<file path="config.mk">
export PLATFORM = sky130hd
export DESIGN_NAME = ucsbece154b_perf_monitor
export DESIGN_NICKNAME = d
export VERILOG_FILES = /design/src/rtl/ucsbece154b_perf_pkg.sv /design/src/rtl/ucsbece154b_perf_monitor_sat_counter.sv /design/src/rtl/ucsbece154b_perf_monitor.sv
export SDC_FILE = /design/constraint.sdc
export NUM_CORES = 1
export LEC_CHECK = 0
export CORE_UTILIZATION = 45
export CTS_CLUSTER_SIZE = 20
export DETAILED_ROUTE_END_ITERATION = 8
export HOLD_SLACK_MARGIN = 0.02
export PLACE_DENSITY = 0.66
export SLEW_MARGIN = 10
export SYNTH_ARGS = -nofsm -noshare
export SYNTH_HDL_FRONTEND = slang
export SYNTH_HIERARCHICAL = 1
export SYNTH_SLANG_ARGS = --single-unit
</file>
<file path="constraint.sdc">
create_clock -name clk -period 3.5 [get_ports clk]
set_input_delay 0.35 -clock clk [delete_from_list [all_inputs] [get_ports clk]]
set_output_delay 0.35 -clock clk [all_outputs]
set_load 0.005 [all_outputs]
</file>
<file path="src/rtl/ucsbece154b_perf_pkg.sv">
`default_nettype none
// ============================================================================
// Module   : ucsbece154b_perf_pkg
// Purpose  : Shared types and constants for the performance monitor:
//            monitor state encoding, readout select codes, the canonical
//            RISC-V NOP encoding and the default RUN-cycle limit.
// Revision : 1.0 - initial release
// ============================================================================
package ucsbece154b_perf_pkg;

  // State encoding is visible on the readout port (select 6).
  typedef enum logic [1:0] {
    ST_IDLE    = 2'd0,
    ST_RUN     = 2'd1,
    ST_HALTED  = 2'd2,
    ST_TIMEOUT = 2'd3
  } state_e;

  // Readout select codes.
  localparam logic [2:0] SEL_CYCLES    = 3'd0;
  localparam logic [2:0] SEL_INSTR     = 3'd1;
  localparam logic [2:0] SEL_BRANCH    = 3'd2;
  localparam logic [2:0] SEL_BR_MISS   = 3'd3;
  localparam logic [2:0] SEL_JUMP      = 3'd4;
  localparam logic [2:0] SEL_JUMP_MISS = 3'd5;
  localparam logic [2:0] SEL_STATE     = 3'd6;
  localparam logic [2:0] SEL_ZERO      = 3'd7;

  // addi x0, x0, 0
  localparam logic [31:0] NOP_INSTR = 32'h0000_0013;

  localparam int DEFAULT_MAX_CYCLES = 500;

  // Counter bank layout.
  localparam int NUM_CNT       = 6;
  localparam int CNT_CYCLES    = 0;
  localparam int CNT_INSTR     = 1;
  localparam int CNT_BRANCH    = 2;
  localparam int CNT_BR_MISS   = 3;
  localparam int CNT_JUMP      = 4;
  localparam int CNT_JUMP_MISS = 5;

  function automatic logic is_nop(input logic [31:0] instr);
    return instr == NOP_INSTR;
  endfunction

endpackage
`default_nettype wire

</file>
<file path="src/rtl/ucsbece154b_perf_monitor_sat_counter.sv">
`default_nettype none
// ============================================================================
// Module   : ucsbece154b_sat_counter
// Purpose  : W-bit event counter that adds 0..2 per cycle and sticks at
//            all-ones instead of wrapping.
// Ports    : clk   - clock, rising edge
//            reset - synchronous active-low reset (0 = reset)
//            clr   - synchronous clear to zero
//            inc   - increment amount for this cycle (0..2)
//            q     - current count
// Revision : 1.0 - initial release
// ============================================================================
module ucsbece154b_sat_counter
  import ucsbece154b_perf_pkg::*;
#(
  parameter int W = 32
) (
  input  logic         clk,
  input  logic         reset,
  input  logic         clr,
  input  logic [1:0]   inc,
  output logic [W-1:0] q
);

  logic [W-1:0] q_q;
  logic [W-1:0] q_d;
  // Two guard bits so any 2-bit increment on top of all-ones is detected.
  logic [W+1:0] sum;

  always_comb begin
    sum = {2'b00, q_q} + (W+2)'(inc);
    q_d = q_q;
    if (clr) begin
      q_d = '0;
    end else if (|sum[W+1:W]) begin
      q_d = '1;
    end else begin
      q_d = sum[W-1:0];
    end
  end

  always_ff @(posedge clk) begin
    if (!reset) begin
      q_q <= '0;
    end else begin
      q_q <= q_d;
    end
  end

  assign q = q_q;

endmodule
`default_nettype wire

</file>
<file path="src/rtl/ucsbece154b_perf_monitor.sv">
`default_nettype none
// ============================================================================
// Module   : ucsbece154b_perf_monitor
// Purpose  : Dual-issue pipeline performance monitor. Counts cycles, issued
//            instructions, branches, branch mispredicts, jumps and jump
//            mispredicts while RUNning, detects the halt idiom (both fetch
//            slots stuck on the same PCs executing NOPs) and stops at a
//            RUN-cycle limit.
// Ports    : clk, reset (sync, active-low)
//            en_i            - start monitoring from IDLE
//            clear_i         - return to IDLE and zero everything
//            issue1_i/2_i    - slot 1/2 issued a real instruction
//            branchE_i, mispredictE_i, jumpE_i, jumpTakenF_i - control flow
//            pcF1_i/pcF2_i, instrF1_i/instrF2_i - fetch stage per slot
//            sel_i           - readout select
//            data_o          - registered readout (one cycle after sel_i)
//            halted_o/timeout_o - state flags
// Revision : 1.0 - initial release
// ============================================================================
module ucsbece154b_perf_monitor
  import ucsbece154b_perf_pkg::*;
#(
  parameter int CNT_W      = 32,
  parameter int MAX_CYCLES = DEFAULT_MAX_CYCLES
) (
  input  logic        clk,
  input  logic        reset,
  input  logic        en_i,
  input  logic        clear_i,
  input  logic        issue1_i,
  input  logic        issue2_i,
  input  logic        branchE_i,
  input  logic        mispredictE_i,
  input  logic        jumpE_i,
  input  logic        jumpTakenF_i,
  input  logic [31:0] pcF1_i,
  input  logic [31:0] pcF2_i,
  input  logic [31:0] instrF1_i,
  input  logic [31:0] instrF2_i,
  input  logic [2:0]  sel_i,
  output logic [31:0] data_o,
  output logic        halted_o,
  output logic        timeout_o
);

  // Limit comparison is done at least 32 bits wide so a narrow counter is
  // never matched against a truncated copy of MAX_CYCLES-1.
  localparam int CMP_W = (CNT_W > 32) ? CNT_W : 32;

  state_e      state_q;
  state_e      state_d;
  logic [31:0] prev1_q;
  logic [31:0] prev1_d;
  logic [31:0] prev2_q;
  logic [31:0] prev2_d;
  logic        prev_valid_q;
  logic        prev_valid_d;
  logic [31:0] data_q;
  logic [31:0] data_d;

  logic [CNT_W-1:0] cnt_q  [NUM_CNT];
  logic [1:0]       inc    [NUM_CNT];
  logic [31:0]      cnt32  [NUM_CNT];

  logic             halt_cond;
  logic             count_en;
  logic             at_limit;
  logic [CMP_W-1:0] cycles_ext;

  // --------------------------------------------------------------------------
  // Halt idiom: both slots re-fetch the PCs seen last RUN cycle and both are
  // NOPs. prev_valid keeps a stale pair from a previous run from matching.
  // --------------------------------------------------------------------------
  assign halt_cond = prev_valid_q
                   && (pcF1_i == prev1_q)
                   && (pcF2_i == prev2_q)
                   && is_nop(instrF1_i)
                   && is_nop(instrF2_i);

  // The halt-detection cycle itself is not counted.
  assign count_en = (state_q == ST_RUN) && !halt_cond && !clear_i;

  assign cycles_ext = CMP_W'(cnt_q[CNT_CYCLES]);
  assign at_limit   = (cycles_ext == CMP_W'(MAX_CYCLES - 1));

  always_comb begin
    for (int i = 0; i < NUM_CNT; i++) begin
      inc[i] = 2'd0;
    end
    if (count_en) begin
      inc[CNT_CYCLES]    = 2'd1;
      inc[CNT_INSTR]     = {1'b0, issue1_i} + {1'b0, issue2_i};
      inc[CNT_BRANCH]    = {1'b0, branchE_i};
      inc[CNT_BR_MISS]   = {1'b0, branchE_i & mispredictE_i};
      inc[CNT_JUMP]      = {1'b0, jumpE_i};
      inc[CNT_JUMP_MISS] = {1'b0, jumpE_i & ~jumpTakenF_i};
    end
  end

  // --------------------------------------------------------------------------
  // Counter bank
  // --------------------------------------------------------------------------
  for (genvar gi = 0; gi < NUM_CNT; gi++) begin : g_cnt
    ucsbece154b_sat_counter #(
      .W (CNT_W)
    ) u_cnt (
      .clk   (clk),
      .reset (reset),
      .clr   (clear_i),
      .inc   (inc[gi]),
      .q     (cnt_q[gi])
    );

    if (CNT_W >= 32) begin : g_trunc
      assign cnt32[gi] = cnt_q[gi][31:0];
    end else begin : g_zext
      assign cnt32[gi] = {{(32 - CNT_W){1'b0}}, cnt_q[gi]};
    end
  end

  // --------------------------------------------------------------------------
  // State / previous-PC next-state logic
  // --------------------------------------------------------------------------
  always_comb begin
    state_d      = state_q;
    prev1_d      = prev1_q;
    prev2_d      = prev2_q;
    prev_valid_d = prev_valid_q;

    if (clear_i) begin
      state_d      = ST_IDLE;
      prev1_d      = '0;
      prev2_d      = '0;
      prev_valid_d = 1'b0;
    end else begin
      case (state_q)
        ST_IDLE: begin
          if (en_i) begin
            state_d      = ST_RUN;
            prev_valid_d = 1'b0;
          end
        end
        ST_RUN: begin
          prev1_d      = pcF1_i;
          prev2_d      = pcF2_i;
          prev_valid_d = 1'b1;
          // Halt wins over timeout in the same cycle.
          if (halt_cond) begin
            state_d = ST_HALTED;
          end else if (at_limit) begin
            state_d = ST_TIMEOUT;
          end
        end
        ST_HALTED:  state_d = ST_HALTED;
        ST_TIMEOUT: state_d = ST_TIMEOUT;
        default:    state_d = ST_IDLE;
      endcase
    end
  end

  // --------------------------------------------------------------------------
  // Readout mux
  // --------------------------------------------------------------------------
  always_comb begin
    data_d = '0;
    case (sel_i)
      SEL_CYCLES:    data_d = cnt32[CNT_CYCLES];
      SEL_INSTR:     data_d = cnt32[CNT_INSTR];
      SEL_BRANCH:    data_d = cnt32[CNT_BRANCH];
      SEL_BR_MISS:   data_d = cnt32[CNT_BR_MISS];
      SEL_JUMP:      data_d = cnt32[CNT_JUMP];
      SEL_JUMP_MISS: data_d = cnt32[CNT_JUMP_MISS];
      SEL_STATE:     data_d = {30'b0, state_q};
      SEL_ZERO:      data_d = '0;
      default:       data_d = '0;
    endcase
  end

  always_ff @(posedge clk) begin
    if (!reset) begin
      state_q      <= ST_IDLE;
      prev1_q      <= '0;
      prev2_q      <= '0;
      prev_valid_q <= 1'b0;
      data_q       <= '0;
    end else begin
      state_q      <= state_d;
      prev1_q      <= prev1_d;
      prev2_q      <= prev2_d;
      prev_valid_q <= prev_valid_d;
      data_q       <= data_d;
    end
  end

  assign data_o    = data_q;
  assign halted_o  = (state_q == ST_HALTED);
  assign timeout_o = (state_q == ST_TIMEOUT);

endmodule
`default_nettype wire

</file>
Word-level counts from Yosys, hierarchy flattened

Cells that the tools add are included.

Add/subtract/negate cells: 7
Equal/unequal tests: 17
Mux-type cells: 14
Bitwise logic cells: 4
Reduce and logical (&&, ||, !) cells: 20

Operators by type and width:

| operator                                                          | count |
|---|---|
| 32-bit case mux with 8 select lines                               | 1 |
| 32-bit two-way mux                                                | 6 |
| 32-bit by 2-bit adder with 33-bit output                          | 5 |
| 32-bit == test                                                    | 2 |
| 32-bit by 5-bit == test with 1-bit output (second input constant) | 2 |
| 32-bit by 1-bit adder with 33-bit output                          | 1 |
| 32-bit by 9-bit == test with 1-bit output (second input constant) | 1 |
| 2-bit OR reduction                                                | 7 |
| 3-bit == test (second input constant)                             | 4 |
| 11-bit two-way mux                                                | 1 |
| 2-bit case mux with 4 select lines                                | 1 |
| 3-bit by 2-bit == test with 1-bit output (second input constant)  | 2 |
| 1-bit logical AND                                                 | 6 |
| 2-bit two-way mux                                                 | 3 |
| 2-bit == test (second input constant)                             | 2 |
| 2-bit AND reduction                                               | 2 |
| 3-bit by 1-bit == test with 1-bit output (second input constant)  | 1 |
| 3-bit logical NOT                                                 | 1 |
| 3-bit != test (second input constant)                             | 1 |
| 1-bit by 1-bit adder with 2-bit output                            | 1 |
| 1-bit AND                                                         | 2 |
| 2-bit by 1-bit == test with 1-bit output (second input constant)  | 1 |
| 1-bit logical NOT                                                 | 2 |
| 2-bit logical NOT                                                 | 1 |
| other kinds (5)                                                   | 6 |

Register bits after elaboration: 291
Input port bits: 141
Output and inout bits: 34
Logic and storage cells: 73

Longest topological paths before layout

Word-level depth: 12
Depth in mapped cells: 15
Depth with buffers taken out: 14

Modules after synthesis

The synthesis kept the hierarchy.

By module, submodules not included:

| module                                       | times used | cells each | area each (um2) | seq. area each (um2) |
|---|---|---|---|---|
| ucsbece154b_sat_counter (g_cnt[0].u_cnt ...) | 5          | 204        | 1742.9          | 640.6 |
| ucsbece154b_perf_monitor                     | 1          | 769        | 5688.0          | 1981.9 |
| ucsbece154b_sat_counter (g_cnt[5].u_cnt)     | 1          | 166        | 1609.0          | 640.6 |

Worst setup path before layout

Ideal clock, no wire load.

Kind: input to register
Start point: input pcF2_i[1]
End point: register g_cnt[1].u_cnt.q_q[10]
Library setup time: 70 ps
Data arrival time: 3134 ps
Data required time: 3430 ps
Setup slack: 295 ps
Stages: 14
Buffers on the path: 1
Cell sequence: or2b_2 > o2111ai_1 > nor4_2 > nand4_1 > o21ai_2 > nor3b_1 > ha_1 > inv_1 > fa_1 > nand4b_1 > nor3_1 > nand4b_1 > clkbuf_1 > a21oi_1

RTL lines:

| item                 | RTL line                                   | text |
|---|---|---|
| start, declared      | ucsbece154b_perf_monitor.sv:37             | `input logic [31:0] pcF2_i,` |
| end signal, assigned | ucsbece154b_perf_monitor_sat_counter.sv:46 | `q_q <= q_d;` |
| end, declared        | ucsbece154b_perf_monitor_sat_counter.sv:25 | `logic [W-1:0] q_q;` |

==> metrics <==
Mapped Area 16,000 um2; Max Clk Rate 290 MHz; worst endpoint required time 3940 ps; unrepaired setup endpoints after global routing yes; Reg2Reg Capture Point g_cnt[1].u_cnt/q[25]; Top FF cell, synth dfxtp_1; grt met1 use 37.0%; final worst path period share 98.5%; post-route clock skew 13.9 ps; cell count of the worst hold path 3; count leader, synth dfxtp_1; die area 36,300 um2; pre-CTS setup slack -547 ps; share of cells above drive strength 1 13.3%; Yosys top cell area share 36.4%; Fin. Hold Viols 0; root buf cell clkbuf_16; worst relative slew slack 33.0%; share of flip-flops with an asynchronous set or reset 0%; final WL 52,300 um; clock sinks 291; Tmin final 3450 ps; total grt overflow 0; Via density 6.08; adder-cell share of the synthesized area 1.77%; vias post-DR 16,100; Skew-Pair Late Insertion Delay 510 ps; Inserted Diodes 0; Most Used Layer, Global Route met2; Worst Setup End Kind flop; min-delay src pcF2_i[26]; core area 34,800 um2; Crit Path Class primary input to flop; Clock Path Buffers 3; first-pass GRT wire length 81,100 um; synth top area cells dfxtp_1 (36%), a21oi_1 (5.9%), nand2_1 (5.3%); number of global-route vias before repair 15,100; post-synthesis sequential area ratio 36.4%; WL/cell 19.8 um; antenna viol nets, final 0; final worst slack 52.2 ps; final setup vio count 0; post-synthesis xor/xnor area fraction 6.18%; drt pass-1 iters 6; DR iter-0 viols 1,476; largest net degree at the start of global routing 66; # DRC 0; IO Count 175; Synth Warn # 6; status completed; number of cells on the worst reg-to-reg path 12; Slew Viols, Final 0; Clock transition at path regs 60 ps; CTS buffer count 35; GRT Overall Usage 27.9%; Die H 191 um; R2R setup slack 80 ps; initial antenna violation count 0; Critical Path AT 3890 ps; syn_area_per_cell 8.19 um2; Critical Path Start Type primary input; grt met2 use 45.5%; largest family of logic cells by synthesized area simple AND/OR/NAND/NOR gates; met3 Usage GRT 3.55%; die width 191 um; Synth area leader dfxtp_1; CTS tree yes; Max VDD drop 0.000332 V; Post-synth EDFFs 0; Worst Hold Class primary input to flop; fin nets 2,328; power consumption 0.00753 W; Syn-to-layout area delta 24.8%; #FFs+latches synth 291; synth cell count leaders dfxtp_1 (291), nand2_1 (225), a21oi_1 (190), nor2_1 (91), a31oi_1 (86); hold_buf cts 0; compound-cell area share of the yosys netlist 20.4%; number of port buffers 174; worst hold endpoint prev2_q[26]; Cell Pwr Density 377 nW/um2; simple-gate share of the synthesized area 27.4%; Initial Util 46.0%; setup TNS 0 ps; Lkg Pwr 6.12 nW; critical path peak fanout 6; Final Wtd Congestion 0.961; mux cell area share after synthesis 2.48%; hpwl dp 38,800 um; FP Rows 68; # Max-Cap Violations 0; Syn Inst Count 1,955; post-synth cell types 72; Worst Max-Slew Pin Slew 1010 ps; reg2reg start prev1_q[29]; H-tree depth 2
-- cell usage in the layout, fill, tap and decap left out, drive strengths merged, types with 12 or more instances in the layout --
cell and n:
ha 13, nand3 67, nor3 34, and4 14, nor4 64, xnor2 82, nand2b 25, or4 60
a221oi 30, nor2b 12, a211oi 26, xor2 31, o21ai 62, mux2 30, dfxtp 291, clkbuf 56
o31ai 55, clkdlybuf4s50 173, nand4 74, or2 15, buf 97, and3 25, nor2 91, or3 26
a21oi 210, nand2 226, inv 90, a31oi 86
-- power breakdown --
group          switching [W]  internal [W]
Clock                0.00140       0.00218
Combinational       0.000299      0.000288
Sequential         0.0000172       0.00334
-- through the flow --
stage	util (%)	instance area [um2]	hold WS [ps]	cells
CTS	56.9	19800	427	2646
floorplan	-	16000	436	1964
detailed placement	53.6	18700	447	2585
global route	57.4	20000	434	2647
global placement	53.6	18700	444	2585
finish	57.4	20000	443	2647
-- worst max path at each step --
stage                      startpoint                   end  slack (ps)  depth (start not counted)
after floorplan             pcF2_i[1]  g_cnt[1].u_cnt/q[10]         300                         14
after global placement     pcF2_i[27]  g_cnt[3].u_cnt/q[27]        -520                         17
after detailed placement    pcF2_i[1]  g_cnt[4].u_cnt/q[24]        -550                         17
after CTS                  pcF1_i[16]  g_cnt[1].u_cnt/q[11]          20                         15
after global routing      prev1_q[10]  g_cnt[1].u_cnt/q[24]         -70                         16
final                      pcF2_i[30]  g_cnt[1].u_cnt/q[25]          50                         13
-- logic make-up after synthesis --
group / after synthesis
AOI/OAI and AO/OA: 515
xor gates and xnor gates: 113
adders and majority gates: 19
buffers and inverters: 194
DFF: 291
muxes: 36
other: 1
and+or+nand+nor: 786
-- cell type report --
| cell class | count | area (um2) |
|---|---|---|
| well taps | 455 | 569 |
| clock inverters | 5 | 27.5 |
| flip-flops and latches | 291 | 5830 |
| fillers | 3187 | 14800 |
| inverters | 91 | 342 |
| clock buffers | 56 | 1120 |
| multi-input cells | 1479 | 9530 |
| repair buffers | 270 | 2570 |
-- sequential cells by signal (all words and copies together) (netlist names) --
register / cells
prev_valid_q: 1
data_o: 32
state_q: 2
g_cnt.u_cnt/q: 192
prev2_q: 32
prev1_q: 32
-- worst max-delay path: stages --
cell,delay (ps)
clkdlybuf4s50_1,470
nor2b_1,160
a2111o_1,400
nor4_2,260
nand4_1,200
o21ai_2,190
buf_6,160
nor3b_1,70
ha_1,300
a21oi_2,80
or4_4,580
or4_1,490
a31oi_1,160
-- per-layer routing --
metal / share of wire, % / wire length (um)
met1: 43 / 22500
met2: 46 / 24200
met3: 6.9 / 3600
met4: 3.9 / 2040
met5: 0 / 0
-- repair_timing --
| item | 4_1_cts | 5_1_grt |
|---|---|---|
| setup buffers | 0 | 1 |
| cloned | 0 | 0 |
| pin swaps | 0 | 11 |
| setup endpoints to repair | 2 | 183 |
| gates resized for setup | 2 | 40 |
No activity file was read; power rests on OpenSTA's default activity.
